### config.mk
export PLATFORM = sky130hd
export DESIGN_NAME = hms_timekeeper
export DESIGN_NICKNAME = d
export VERILOG_FILES = /design/src/rtl/hms_timekeeper.sv
export SDC_FILE = /design/constraint.sdc
export NUM_CORES = 1
export LEC_CHECK = 0
export ABC_AREA = 1
export BUFFER_PORTS_ARGS = -buffer_cell sky130_fd_sc_hd__buf_2
export CAP_MARGIN = 20
export CORE_UTILIZATION = 59
export DETAILED_ROUTE_END_ITERATION = 10
export PLACE_DENSITY = 0.81
export SYNTH_ARGS = -nofsm -noshare
export SYNTH_HDL_FRONTEND = slang
export SYNTH_SLANG_ARGS = --single-unit
### constraint.sdc
create_clock -name clk -period 2 [get_ports clk]
set_input_delay 0.1 -clock clk [delete_from_list [all_inputs] [get_ports clk]]
set_output_delay 0.1 -clock clk [all_outputs]
set_load 0.01 [all_outputs]
### src/rtl/hms_timekeeper.sv
// ---------------------------------------------------------------------------
// hms_timekeeper
//   Hours:minutes:seconds timekeeper with a 1 Hz prescaler and a two-state
//   mode FSM. CLOCK mode counts time on every prescaler tick. SETUP mode
//   freezes the prescaler and lets the user step through the fields with the
//   position, increment and decrement pulses.
//
//   Optional feature: define HMS_TIMEKEEPER_ALARM_EN to build the alarm
//   comparator and flag. Without it the alarm inputs are ignored and o_alarm
//   is tied low.
//
//   Parameters:
//     CLK_HZ  input clock frequency; prescaler terminal count is CLK_HZ-1.
//             Must be at least 2.
//     HR_MAX  hour wrap value (23 -> 24 h clock, 11 -> 00..11 clock).
// ---------------------------------------------------------------------------
module hms_timekeeper #(
    parameter int CLK_HZ = 50000000,
    parameter int HR_MAX = 23
) (
    input  logic       clk,
    input  logic       rst_n,
    input  logic       i_mode_pls,
    input  logic       i_pos_pls,
    input  logic       i_inc_pls,
    input  logic       i_dec_pls,
    input  logic [4:0] i_alarm_hr,
    input  logic [5:0] i_alarm_min,
    input  logic       i_alarm_clr,
    output logic [5:0] o_sec,
    output logic [5:0] o_min,
    output logic [4:0] o_hr,
    output logic       o_mode,
    output logic [1:0] o_position,
    output logic       o_sec_tick,
    output logic       o_rollover,
    output logic       o_alarm
);

    typedef enum logic {
        MODE_CLOCK = 1'b0,
        MODE_SETUP = 1'b1
    } mode_t;

    typedef enum logic [1:0] {
        POS_SEC = 2'd0,
        POS_MIN = 2'd1,
        POS_HR  = 2'd2
    } pos_t;

    localparam int                 PRESC_W  = $clog2(CLK_HZ);
    localparam logic [PRESC_W-1:0] PRESC_TC = PRESC_W'(CLK_HZ - 1);
    localparam logic [5:0]         SM_TOP   = 6'd59;
    localparam logic [4:0]         HR_TOP   = 5'(HR_MAX);

    // Field step with wrap in both directions; no carry leaves the field.
    function automatic logic [5:0] wrap_step(input logic [5:0] v,
                                             input logic       up,
                                             input logic [5:0] top);
        if (up) begin
            return (v == top) ? 6'd0 : v + 6'd1;
        end
        return (v == 6'd0) ? top : v - 6'd1;
    endfunction

    mode_t              r_mode;
    mode_t              w_mode_nxt;
    pos_t               r_pos;
    pos_t               w_pos_nxt;
    logic [PRESC_W-1:0] r_presc;
    logic [5:0]         r_sec;
    logic [5:0]         r_min;
    logic [4:0]         r_hr;
    logic [5:0]         w_sec_nxt;
    logic [5:0]         w_min_nxt;
    logic [4:0]         w_hr_nxt;
    logic               w_wrap;
    logic               r_sec_tick;
    logic               r_rollover;
    logic               w_in_setup;
    logic               w_tick;
    logic               w_enter_setup;
    logic               w_edit_inc;
    logic               w_edit_dec;

    assign w_in_setup    = (r_mode == MODE_SETUP);
    // The tick is the prescaler terminal count, only ever seen in CLOCK mode.
    assign w_tick        = !w_in_setup && (r_presc == PRESC_TC);
    assign w_enter_setup = !w_in_setup && i_mode_pls;
    // Simultaneous inc and dec cancel out.
    assign w_edit_inc    = w_in_setup && i_inc_pls && !i_dec_pls;
    assign w_edit_dec    = w_in_setup && i_dec_pls && !i_inc_pls;

    // Mode FSM state register (mode plus setup position).
    always_ff @(posedge clk or negedge rst_n) begin
        // NOTE: sequential state uses <= so every register samples pre-edge values.
        if (!rst_n) begin
            r_mode <= MODE_CLOCK;
            r_pos  <= POS_SEC;
        end else begin
            r_mode <= w_mode_nxt;
            r_pos  <= w_pos_nxt;
        end
    end

    // Mode FSM next state: toggle on mode pulse, step position only in SETUP.
    always_comb begin
        // NOTE: defaults first so every path assigns and no latch is inferred.
        w_mode_nxt = r_mode;
        w_pos_nxt  = r_pos;
        case (r_mode)
            MODE_CLOCK: begin
                if (i_mode_pls) begin
                    w_mode_nxt = MODE_SETUP;
                    w_pos_nxt  = POS_SEC;
                end
            end
            MODE_SETUP: begin
                if (i_pos_pls) begin
                    case (r_pos)
                        POS_SEC: w_pos_nxt = POS_MIN;
                        POS_MIN: w_pos_nxt = POS_HR;
                        default: w_pos_nxt = POS_SEC;
                    endcase
                end
                if (i_mode_pls) begin
                    w_mode_nxt = MODE_CLOCK;
                end
            end
            default: begin
                w_mode_nxt = MODE_CLOCK;
                w_pos_nxt  = POS_SEC;
            end
        endcase
    end

    // Prescaler: free-runs in CLOCK, parked at 0 in SETUP and on any mode change
    // so the first tick after returning to CLOCK is a full period away.
    always_ff @(posedge clk or negedge rst_n) begin
        if (!rst_n) begin
            r_presc <= '0;
        end else if (w_in_setup || i_mode_pls || w_tick) begin
            r_presc <= '0;
        end else begin
            r_presc <= r_presc + PRESC_W'(1);
        end
    end

    // Next time value: tick-driven count with full carry chain in CLOCK,
    // single-field edit without carry in SETUP.
    always_comb begin
        w_sec_nxt = r_sec;
        w_min_nxt = r_min;
        w_hr_nxt  = r_hr;
        w_wrap    = 1'b0;
        if (w_tick) begin
            if (r_sec == SM_TOP) begin
                w_sec_nxt = 6'd0;
                if (r_min == SM_TOP) begin
                    w_min_nxt = 6'd0;
                    if (r_hr == HR_TOP) begin
                        w_hr_nxt = 5'd0;
                        w_wrap   = 1'b1;
                    end else begin
                        w_hr_nxt = r_hr + 5'd1;
                    end
                end else begin
                    w_min_nxt = r_min + 6'd1;
                end
            end else begin
                w_sec_nxt = r_sec + 6'd1;
            end
        end else if (w_edit_inc || w_edit_dec) begin
            case (r_pos)
                POS_SEC: w_sec_nxt = wrap_step(r_sec, w_edit_inc, SM_TOP);
                POS_MIN: w_min_nxt = wrap_step(r_min, w_edit_inc, SM_TOP);
                POS_HR:  w_hr_nxt  = 5'(wrap_step({1'b0, r_hr}, w_edit_inc,
                                                  {1'b0, HR_TOP}));
                default: ;
            endcase
        end
    end

    // Time registers and the one-cycle tick/rollover strobes.
    always_ff @(posedge clk or negedge rst_n) begin
        if (!rst_n) begin
            r_sec      <= 6'd0;
            r_min      <= 6'd0;
            r_hr       <= 5'd0;
            r_sec_tick <= 1'b0;
            r_rollover <= 1'b0;
        end else begin
            r_sec      <= w_sec_nxt;
            r_min      <= w_min_nxt;
            r_hr       <= w_hr_nxt;
            r_sec_tick <= w_tick;
            r_rollover <= w_wrap;
        end
    end

`ifdef HMS_TIMEKEEPER_ALARM_EN
    logic r_alarm;
    logic w_alarm_set;

    // Alarm fires when a tick lands exactly on alarm_hr:alarm_min:00.
    assign w_alarm_set = w_tick && (w_hr_nxt == i_alarm_hr) &&
                         (w_min_nxt == i_alarm_min) && (w_sec_nxt == 6'd0);

    // Alarm flag: set has priority over clear and over SETUP entry.
    always_ff @(posedge clk or negedge rst_n) begin
        if (!rst_n) begin
            r_alarm <= 1'b0;
        end else if (w_alarm_set) begin
            r_alarm <= 1'b1;
        end else if (i_alarm_clr || w_enter_setup) begin
            r_alarm <= 1'b0;
        end
    end

    assign o_alarm = r_alarm;
`else
    // Alarm inputs are kept on the port list but intentionally unused.
    logic w_unused_alarm;
    assign w_unused_alarm = ^{i_alarm_hr, i_alarm_min, i_alarm_clr, w_enter_setup};
    assign o_alarm        = 1'b0;
`endif

    assign o_sec      = r_sec;
    assign o_min      = r_min;
    assign o_hr       = r_hr;
    assign o_mode     = r_mode;
    assign o_position = r_pos;
    assign o_sec_tick = r_sec_tick;
    assign o_rollover = r_rollover;

endmodule

Word level (Yosys, flattened, before mapping)
Index checks and enable logic that the tools add are counted.

cells by class
  equal/unequal tests = 10
  reduce and logical (&&, ||, !) cells = 23
  mux-type cells = 47
  add/sub/neg operators = 8
  bitwise logic cells = 1

operators with widths
  kind                                                                      number
  6-bit 2-to-1 mux                                                          15
  5-bit 2-to-1 mux                                                          10
  26-bit by 1-bit adder with 26-bit output (second input constant)          1
  26-bit equality test (second input constant)                              1
  26-bit 2-to-1 mux                                                         1
  1-bit 2-to-1 mux                                                          16
  6-bit by 1-bit adder with 6-bit output (second input constant)            2
  6-bit equality test (second input constant)                               2
  6-bit logical NOT                                                         2
  6-bit by 1-bit subtractor with 6-bit output (second input constant)       2
  5-bit by 1-bit adder with 5-bit output (second input constant)            2
  2-bit case mux with 2 select lines                                        2
  2-bit nonzero test                                                        4
  5-bit equality test (second input constant)                               1
  1-bit logical AND                                                         5
  5-bit logical NOT                                                         1
  5-bit by 1-bit subtractor with 5-bit output (second input constant)       1
  2-bit 2-to-1 mux                                                          2
  2-bit by 1-bit inequality test with 1-bit output (second input constant)  2
  2-bit inequality test (second input constant)                             2
  2-bit AND reduction                                                       2
  4-bit AND reduction                                                       1
  1-bit logical NOT                                                         3
  1-bit logical OR                                                          3
  6 further kinds                                                           6

storage, ports and cells
  register bits after elaboration = 48
  output and inout bits = 23
  word-level logic and storage cells = 97
  bits of input ports = 18

Longest topological paths before layout
  depth in word-level cells = 10
  gate-level depth with buffers = 11
  mapped depth without buffers = 11

Worst setup path before layout
No wires, ideal clock.

  path type = register -> register
  start point = reg r_presc[0]
  end point = reg r_hr[0], in the netlist o_hr[0]
  arrival time = 1.488 ns
  cell stages (with the launch flop) = 11
  library setup time = 0.117 ns
  required time = 1.883 ns
  path buffers = 0
  clock period less this slack = 1.605 ns
  setup slack = 0.395 ns
  cells stage by stage = dfrtp_1 > ha_1 > nand3_2 > nor2_4 > nand2_4 > nor2_8 > nand3_1 > nand2_4 > nand2_4 > nand2_1 > nand2_1

on the way
  cells in the longest elaborated chain, start to end = 4
  elaborated cells on any way between the ends = 8
  those cells by class = eq/ne: 3; mux: 1; reduce/logical: 4

ends and longest elaborated chain
  what                                                                                                            RTL line  text
  start, declared                                                                                                 70        logic [PRESC_W-1:0] r_presc;
  start signal, assigned                                                                                          145       r_presc <= r_presc + PRESC_W'(1);
  26-bit equality test *                                                                                          88        assign w_tick = !w_in_setup && (r_presc == PRESC_TC);
  1-bit logical AND *                                                                                             88
  2-bit by 1-bit inequality test with 1-bit output (no source line) / 2-bit nonzero test (equally long branches)  --
  4-bit AND reduction (no source line)                                                                            --
  end signal, assigned                                                                                            195       r_hr <= w_hr_nxt;
  end, declared                                                                                                   73        logic [4:0] r_hr;

Mark *: on every way between the ends. The rest lies on a longest branch, timed or not.
A chain may end at the register's enable or synchronous reset.

Final worst setup path
  start point = reg r_presc[1]
  end point = reg r_presc[15]

on the way
  cells in the longest elaborated chain, start to end = 4
  elaborated cells on any way between the ends = 5
  those cells by class = add/sub: 1; eq/ne: 1; mux: 1; reduce/logical: 2

ends and longest elaborated chain
  what                                                                              RTL line  text
  branches (longest 3 deep; another with 26-bit by 1-bit adder with 26-bit output)  --
  26-bit 2-to-1 mux *                                                               142       end else if (w_in_setup || i_mode_pls || w_tick) begin

Every way passes the cells marked *.

==> run metrics <==
status=completed; Max Clock Freq=552 MHz; HP Class=in2reg; Setup Viol. Count Final=0; CTS tree=done; worst setup margin=0.188 ns; share of cells above drive strength 1=0.132; Clock Tree Root=clkbuf_8; Syn Area/Cell=6.73 um^2; Core Area=5920 um^2; Net Sw Power=0.00211 W; sw frac=0.480; CP dominant cell by count=nand2_4; Syn Inst Count=540; Hold Vio Cnt, Final=0; Initial DRT Pass Iterations=5; Worst-Margin Slew=0.825 ns; DR vias=3536; Seq/Total Area, Yosys=0.331; CP Class=reg2reg; Clock Sinks=48; Reg clk slew, reported paths=0.10 ns; max-cap violation count=0; Max stage delay on crit path=0.40 ns; Slew headroom=0.450; global-route wire length before repair=14.7 mm; Critical Path Fanout Max=25; Critical Path RT=2.20 ns; instance count on the critical path=8; RSZ-0062 raised after global routing=false; hold depth=3; Design Power=0.00440 W; gr ovfl total=0; flop-to-flop setup slack=0.19 ns; critical path's slowest cell=dfrtp_1; Post-Syn Area=3630 um^2; launching point of the worst reg2reg path=r_presc[1]; Syn Nets=568; critical path startpoint category=register; Total GRT Usage=0.290; Ys Warns=0; Routed WL=8.48 mm; Cell Chain, Critical Path=ha_2, nand3_2, nor2_4, nand2_4, nor2_8, nand2_8, nand2_4, nor3_1; final worst-path cycle share=0.906; DR iter-0 viols=339; R2R depth=8; Setup Skew=0.00488 ns; H-Tree Depth=2; initial core utilization=0.614; Die Y=80.5 um; drt drc=0; Final nets=601; Util after Layout=0.670; register share of total power=0.349; maximum VDD drop=0.000812 V; setup_tns=0 ns; initial antenna violation count=0; Power Density=1110 nW/um^2; crit path DAT=2.01 ns; RePlAce Congestion=0.906; reg-to-reg endpoint=r_presc[15]; HPWL Detailed=6.32 mm; combinational share of power=0.511; CTS max path bufs=2; cell family with most CP delay=simple AND/OR/NAND/NOR gates; Netlist cell types=34; DRT antenna net count=0; die width=80.5 um; FP Rows=28; LEAKAGE=2.03 nW; die area=6480 um^2; IO Port Bufs=27; Max Slew Vio Count=0; Worst Hold End=o_mode; CTS Buf Count=5; Final min period=1.81 ns; area growth from synthesis to layout=9.23%; Inserted Diodes=0; HP Start=i_mode_pls; Setup WS pre-CTS=0.130 ns; synthesized flop and latch total=48; I/O pin cnt=41; largest net degree at the start of global routing=38; Routed WL per cell=13.1 um; Cell Int Power=0.00229 W; vias in the first global route=3266; CP endpoint kind=register; Vias/cell=5.45; Bufs and invs on worst path=0; clk_lat worst skew=0.31 ns; clock network power share=0.140
-- metrics by stage --
stage,cells,hold WS (ns),area [um^2]
finish,649,0.117,3970
global route,649,0.145,3970
CTS,648,0.114,3950
detailed placement,639,0.249,3850
global placement,639,0.237,3850
floorplan,540,-0.196,3630
-- power by group through the flow --
stage | combinational, W | clock [W] | sequential [W]
final | 0.00225 | 0.000615 | 0.00154
after global routing | 0.00259 | 0.000663 | 0.00157
after CTS | 0.00223 | 0.000621 | 0.00153
after detailed placement | 0.00221 | 0 | 0.00155
after global placement | 0.00216 | 0 | 0.00153
after floorplan | 0.00166 | 0 | 0.00150
-- worst reg2reg max path, cell delays in order, from the launching register on --
cell and delay, ns:
dfrtp_1 0.40, ha_2 0.23, nand3_2 0.14, nor2_4 0.19
nand2_4 0.09, nor2_8 0.15, nand2_8 0.12, nand2_4 0.26
nor3_1 0.12
-- routing by layer --
metal / global-route usage / vias up / part of all wire
met2: 0.486 / 90 / 0.49
met1: 0.392 / 1655 / 0.47
met5: 0 / - / 0
li1: - / 1783 / -
met3: 0.0420 / 8 / 0.038
met4: 0.0661 / 0 / 0.0070
-- registers in the layout, indices dropped and copies added, names as in the netlist --
signal      flops
o_sec_tick      1
o_min           6
r_presc        26
o_position      2
o_rollover      1
o_hr            5
o_sec           6
o_mode          1
-- Yosys cell counts --
cell,n,area [um^2]
or2_0,1,6.26
conb_1,1,3.75
xnor2_1,4,35.0
nand4_1,13,81.3
inv_1,56,210
nand2_1,165,619
nand2_2,4,25.0
nand3_4,1,17.5
o21bai_1,1,7.51
nand3_1,70,350
ha_1,10,125
buf_4,3,22.5
and2_0,1,6.26
nor2_4,5,56.3
buf_2,3,15.0
o211ai_1,1,7.51
nor2_1,80,300
nor2_2,1,6.26
nor3_2,2,20.0
nand2_8,1,20.0
o21ai_0,14,70.1
nand3_2,5,50.1
clkbuf_1,3,11.3
nor4_1,1,6.26
inv_2,4,15.0
xor2_1,13,114
buf_6,2,22.5
nand2_4,6,67.6
nor2_8,1,20.0
nor3_1,9,45.0
dfrtp_1,48,1200
nand3b_1,3,22.5
nor3b_1,5,37.5
a21oi_1,3,15.0
-- layout by cell type (no fill, tap or decap), drive strengths merged, types with 2 or more instances in the layout --
master | synthesis | layout
nand4 | 13 | 13
xor2 | 13 | 13
nor3b | 5 | 5
inv | 60 | 60
nand2 | 176 | 176
xnor2 | 4 | 4
nor3 | 11 | 11
nand3b | 3 | 3
nand3 | 76 | 76
o21ai | 14 | 14
buf | 8 | 36
a21oi | 3 | 3
clkbuf | 3 | 5
ha | 10 | 10
clkinvlp | 0 | 2
dfrtp | 48 | 48
nor2 | 87 | 87
-- area by class of cell --
type	count	area [um^2]
tap	75	93.8
timing repair buffer	37	213
inverter	60	225
multi-input combinational	421	2140
clock buffer	5	68.8
fill	517	1950
sequential	48	1200
clock inverter	3	23.8
-- cell families (layout without fill, tap and decap cells) --
logic type      after synthesis  after routing  share of synthesized area
flops                        48             48                      0.331
other cells                   1              1                    0.00103
compound gates               19             19                     0.0275
buf+inv                      71            105                     0.0816
fa+ha+maj                    10             10                     0.0344
xor+xnor                     17             17                     0.0410
simple gates                374            374                      0.484
-- worst max-delay path by stage --
stage / startpoint / endpoint / slack (ns)
after global placement: r_presc[0] / r_presc[15] / 0.22
after detailed placement: r_presc[0] / r_presc[15] / 0.13
after CTS: r_presc[0] / r_presc[15] / 0.10
after global routing: r_presc[1] / o_hr[2] / 0.03
after floorplan: r_presc[0] / o_hr[0] / 0.39
final: r_presc[1] / r_presc[15] / 0.19
-- repair_timing --
item / 4_1_cts / 5_1_grt
gates resized for setup: 0 / 2
buffers inserted: 0 / 1
hold buffers: 1 / 0
setup endpoints to repair: 0 / 11
endpoints found under the hold margin: 35 / 0
Note: power is estimated with default switching activity, not from simulation.
